**src/rtl/clk_div_bank.sv**
```systemverilog
// clk_div_bank: bank of programmable 50% duty clock dividers with tick strobes.
// Define CLK_DIV_BANK_SYNC_LOAD_EN for glitch-free divisor loads at terminal count.
module clk_div_bank #(
  parameter int              CHANNELS    = 4,
  parameter int              WIDTH       = 32,
  parameter logic [WIDTH-1:0] DEFAULT_DIV = WIDTH'(2499999)
) (
  input  logic                clk_in,
  input  logic                rst,
  input  logic [CHANNELS-1:0] en,
  input  logic                cfg_valid,
  output logic                cfg_ready,
  input  logic [((CHANNELS > 1) ? $clog2(CHANNELS) : 1)-1:0] cfg_chan,
  input  logic [WIDTH-1:0]    cfg_div,
  output logic [CHANNELS-1:0] clk_out,
  output logic [CHANNELS-1:0] tick
);

  localparam int CW = (CHANNELS > 1) ? $clog2(CHANNELS) : 1;

  logic [WIDTH-1:0]    count   [CHANNELS];
  logic [WIDTH-1:0]    div_act [CHANNELS];
  logic [CHANNELS-1:0] hit;

`ifdef CLK_DIV_BANK_SYNC_LOAD_EN
  logic [WIDTH-1:0]    div_shadow [CHANNELS];
  logic [CHANNELS-1:0] pending;

  // Out-of-range channels stay ready so the write is silently dropped.
  always_comb begin
    cfg_ready = 1'b1;
    for (int i = 0; i < CHANNELS; i++) begin
      if (cfg_chan == CW'(i)) cfg_ready = ~pending[i];
    end
  end
`else
  always_comb cfg_ready = 1'b1;
`endif

  always_comb begin
    hit = '0;
    for (int i = 0; i < CHANNELS; i++) begin
      hit[i] = cfg_valid && cfg_ready && (cfg_chan == CW'(i));
    end
  end

  always_ff @(posedge clk_in) begin
    if (rst) begin
      clk_out <= '0;
      tick    <= '0;
      for (int i = 0; i < CHANNELS; i++) begin
        count[i]   <= '0;
        div_act[i] <= DEFAULT_DIV;
      end
`ifdef CLK_DIV_BANK_SYNC_LOAD_EN
      pending <= '0;
      for (int i = 0; i < CHANNELS; i++) begin
        div_shadow[i] <= DEFAULT_DIV;
      end
`endif
    end else begin
      for (int i = 0; i < CHANNELS; i++) begin
        tick[i] <= 1'b0;
`ifdef CLK_DIV_BANK_SYNC_LOAD_EN
        if (en[i]) begin
          if (count[i] == div_act[i]) begin
            count[i]   <= '0;
            clk_out[i] <= ~clk_out[i];
            tick[i]    <= ~clk_out[i];
            if (pending[i]) begin
              div_act[i] <= div_shadow[i];
              pending[i] <= 1'b0;
            end
          end else begin
            count[i] <= count[i] + WIDTH'(1);
          end
        end else if (pending[i]) begin
          // Idle channel: nothing to glitch, so load right away.
          div_act[i] <= div_shadow[i];
          pending[i] <= 1'b0;
          count[i]   <= '0;
        end
        // A hit implies pending was clear, so no clash with the load above.
        if (hit[i]) begin
          div_shadow[i] <= cfg_div;
          pending[i]    <= 1'b1;
        end
`else
        if (hit[i]) begin
          div_act[i] <= cfg_div;
          count[i]   <= '0;
        end else if (en[i]) begin
          if (count[i] == div_act[i]) begin
            count[i]   <= '0;
            clk_out[i] <= ~clk_out[i];
            tick[i]    <= ~clk_out[i];
          end else begin
            count[i] <= count[i] + WIDTH'(1);
          end
        end
`endif
      end
    end
  end

endmodule

```
**config.mk**
```make
export PLATFORM = sky130hd
export DESIGN_NAME = clk_div_bank
export DESIGN_NICKNAME = d
export VERILOG_FILES = /design/src/rtl/clk_div_bank.sv
export SDC_FILE = /design/constraint.sdc
export NUM_CORES = 1
export LEC_CHECK = 0
export CORE_UTILIZATION = 55
export CTS_BUF_LIST = sky130_fd_sc_hd__clkbuf_2
export DETAILED_ROUTE_END_ITERATION = 8
export GPL_TIMING_DRIVEN = 1
export PLACE_DENSITY = 0.73
export SETUP_SLACK_MARGIN = 0.4
export SLEW_MARGIN = 20
export SYNTH_ARGS = -nofsm -noshare
export SYNTH_HDL_FRONTEND = slang
export SYNTH_SLANG_ARGS = --single-unit
```
**constraint.sdc**
```tcl
create_clock -name clk_in -period 4.9 [get_ports clk_in]
set_input_delay 0.49 -clock clk_in [delete_from_list [all_inputs] [get_ports clk_in]]
set_output_delay 0.49 -clock clk_in [all_outputs]
set_load 0.02 [all_outputs]
```
==> results.yml <==
run_status:
  status: "complete, no violations"
global_routing:
  grt_overflow: 0
  grt_pass1_wl_um: 46100
  grtUsageTotal_pct: 25.0
  gr-usage-met3_pct: 5.42
  grt_pass1_vias: 8605
  grt_max_degree: 33
  use_met2_pct: 41.7
  gr-usage-met1_pct: 31.7
  grt-busiest-layer: "met2"
  antenna_found_initial: 1
logic_synthesis:
  syn_area_um2: 13300
  synth_enable_flop_cells: 256
  avgSynthCellArea_um2: 11.8
  yosysWarnings: 0
  synthesis.instances: 1132
  syn_nets: 1177
  synth_seq_cells: 264
  synth_ff_type: "edfxtp_1"
  async_flop_share_pct: 0
  ys_seq_area_share_pct: 58.9
  yosys.cell_types.count: 41
sta:
  hold_violations: 0
  finalSetupTns_ps: 0
  setup_ws_ps: 2460
  finalSetupViolations: 0
  timing.final.crit_share_pct: 49.8
  skew_ps: 48.6
  relSlewSlack_pct: 28.4
  worstMarginPinSlew_ps: 1070
  grt_setup_unrepaired: "no"
  slew_violations: 0
  max_clock_freq_ghz: 0.410
  fin_crit_ps: 2440
floorplan:
  dieWidth_um: 158
  die_area_um2: 24900
  fp.dieH_um: 158
  io_pins: 50
  core_area_um2: 23600
  initial_core_util_pct: 56.5
  rows: 56
worst_setup_path:
  crit_arrival_ps: 1950
  crit_fanout: 4
  start_kind: "register"
  critPathBufInv: 1
  crit_family: "buffers and inverters"
  required_ps: 4410
  max_stage_delay_ps: 660
  r2r_setup_slack_ps: 2470
  worstSetupPathType: "register to output pin"
  end_kind: "output pin"
  cp_cell_sequence: "clkdlybuf4s50_1"
  crit_slowest_cell: "clkdlybuf4s50_1"
power_and_ir_drop:
  seq_power_share_pct: 61.0
  combPwrFrac_pct: 7.9
  total_power_w: 0.00459
  p_leak_nw: 5.26
  ir_worst_vdd_v: 0.000202
  power.share.clock_pct: 31.1
  cellInternalPower_w: 0.00333
  power.net_switching_w: 0.00125
  swShare_pct: 27.3
  powerDensity_nw_per_um2: 312
cts:
  worstSkewPairLatency_ps: 850
  cts_tree: "done"
  cts.sinks: 264
  cts_setup_buffers: 0
  ctsRootBufferMaster: "clkbuf_2"
  holdBufCountCts: 0
  cts_max_level: 3
  cts_resized: 0
  path_clk_slew_ps: 90
  clk_path_buf_depth: 3
  cts_buffers: 69
layout:
  drive_above_1_share_pct: 10.6
  fin_area_um2: 14700
  area_growth_pct: 10.3
  fin_nets: 1262
place:
  hpwl_um: 20100
  gp_congestion: 0.825
  dp_slack_ps: 1840
  io_buffers: 48
  placed_area_um2: 14100
drt:
  dr.pass1.iters: 5
  vias_per_cell: 5.55
  first_iter_violations: 747
  wl_per_cell_um: 18.7
  routed_wl_um: 29600
  drcViolationCount: 0
  ant_nets: 0
  via_count: 8779
worst_hold_path:
  min_path_type: "input port to register"
job:
  cap_violations: 0
## sequential cells by signal, summed over array words and instances, names as in the netlist
register / flops
clk_out: 4
count: 128
div_act: 128
tick: 4
## final timing paths
kind                                                start                         end  cells past startpoint
worst max-delay path              clk_out[1]$_SDFFE_PP0P_                  clk_out[1]                      1
worst min-delay path                                en[0]          tick[0]$_SDFF_PP0_                      3
worst max register to register  count[3][2]$_SDFFCE_PN0P_  count[3][31]$_SDFFCE_PN0P_                      5
worst min register to register    clk_out[0]$_SDFFE_PP0P_          tick[0]$_SDFF_PP0_                      1
## layout make-up
cell class                 instances  area (µm²)
clock buffer                      98         490
sequential                       264        7850
fill                            1962        8900
antenna                            1        2.50
clock inverter                    18        85.1
inverter                          20        75.1
multi-input combinational        802        5240
timing repair buffer              60         571
tap                              319         399
## kinds of logic after synthesis
kind of cell | count (synthesis) | share of synthesized area [%]
compound gates | 17 | 0.779
fa+ha+maj | 4 | 0.375
flops | 264 | 58.9
mux | 1 | 0.0844
buf+inv | 66 | 1.97
xor+xnor | 245 | 16.1
other cells | 1 | 0.0281
simple gates | 534 | 21.8
## power groups by stage
stage / combinational [W] / sequential [W] / clock (W)
2_1_floorplan: 0.000251 / 0.00279 / 0
6_report: 0.000362 / 0.00280 / 0.00143
3_5_place_dp: 0.000360 / 0.00285 / 0
3_3_place_gp: 0.000348 / 0.00285 / 0
4_1_cts: 0.000363 / 0.00280 / 0.00148
5_1_grt: 0.000400 / 0.00282 / 0.00157
## routing by layer
metal | share of wire, % | vias to the layer above
met5 | 0 | -
met4 | 2.8 | 0
met3 | 5.5 | 69
met2 | 50 | 239
met1 | 42 | 4243
li1 | - | 4228
## metrics by stage
step	std cells	utilization, %	hold WS (ps)
2_1_floorplan	1132	-	563
3_3_place_gp	1465	59.8	540
3_5_place_dp	1465	59.8	543
4_1_cts	1581	62.3	267
5_1_grt	1582	62.3	263
6_report	1582	62.3	329
## synth_stat cells (2+ instances only)
library cell / count / area share [%]
and3_1: 10 / 0.47
clkbuf_1: 40 / 1.1
buf_2: 2 / 0.075
nor2_1: 149 / 4.2
nor4_1: 51 / 2.4
inv_1: 20 / 0.56
xor2_1: 190 / 12
edfxtp_1: 256 / 58
nor3_1: 14 / 0.53
and4_1: 13 / 0.85
nand4_1: 40 / 1.9
or3_1: 42 / 2.0
nor2b_1: 4 / 0.19
nand2b_1: 15 / 0.70
nand3_1: 47 / 1.8
nand4b_1: 3 / 0.20
nand3b_1: 3 / 0.17
or4_1: 3 / 0.17
a21oi_1: 6 / 0.23
nor4_2: 4 / 0.38
dfxtp_1: 8 / 1.2
o31ai_1: 3 / 0.17
o21ai_0: 3 / 0.11
ha_1: 4 / 0.38
o21bai_1: 4 / 0.23
nand2_1: 45 / 1.3
and2_1: 84 / 3.9
xnor2_1: 55 / 3.6
nor4_4: 2 / 0.32
## cells in the final DEF (no fill, tap or decap), types with 40 or more instances in the layout
| cell type | netlist | layout |
|---|---|---|
| edfxtp_1 | 256 | 256 |
| xor2_1 | 190 | 190 |
| nor2_1 | 149 | 149 |
| clkbuf_2 | 1 | 98 |
| and2_1 | 84 | 84 |
| xnor2_1 | 55 | 55 |
| nor4_1 | 51 | 51 |
| clkdlybuf4s50_1 | 0 | 48 |
| nand3_1 | 47 | 47 |
| nand2_1 | 45 | 45 |
| or3_1 | 42 | 42 |
| nand4_1 | 40 | 40 |
Power figures use the tool's default switching activity.
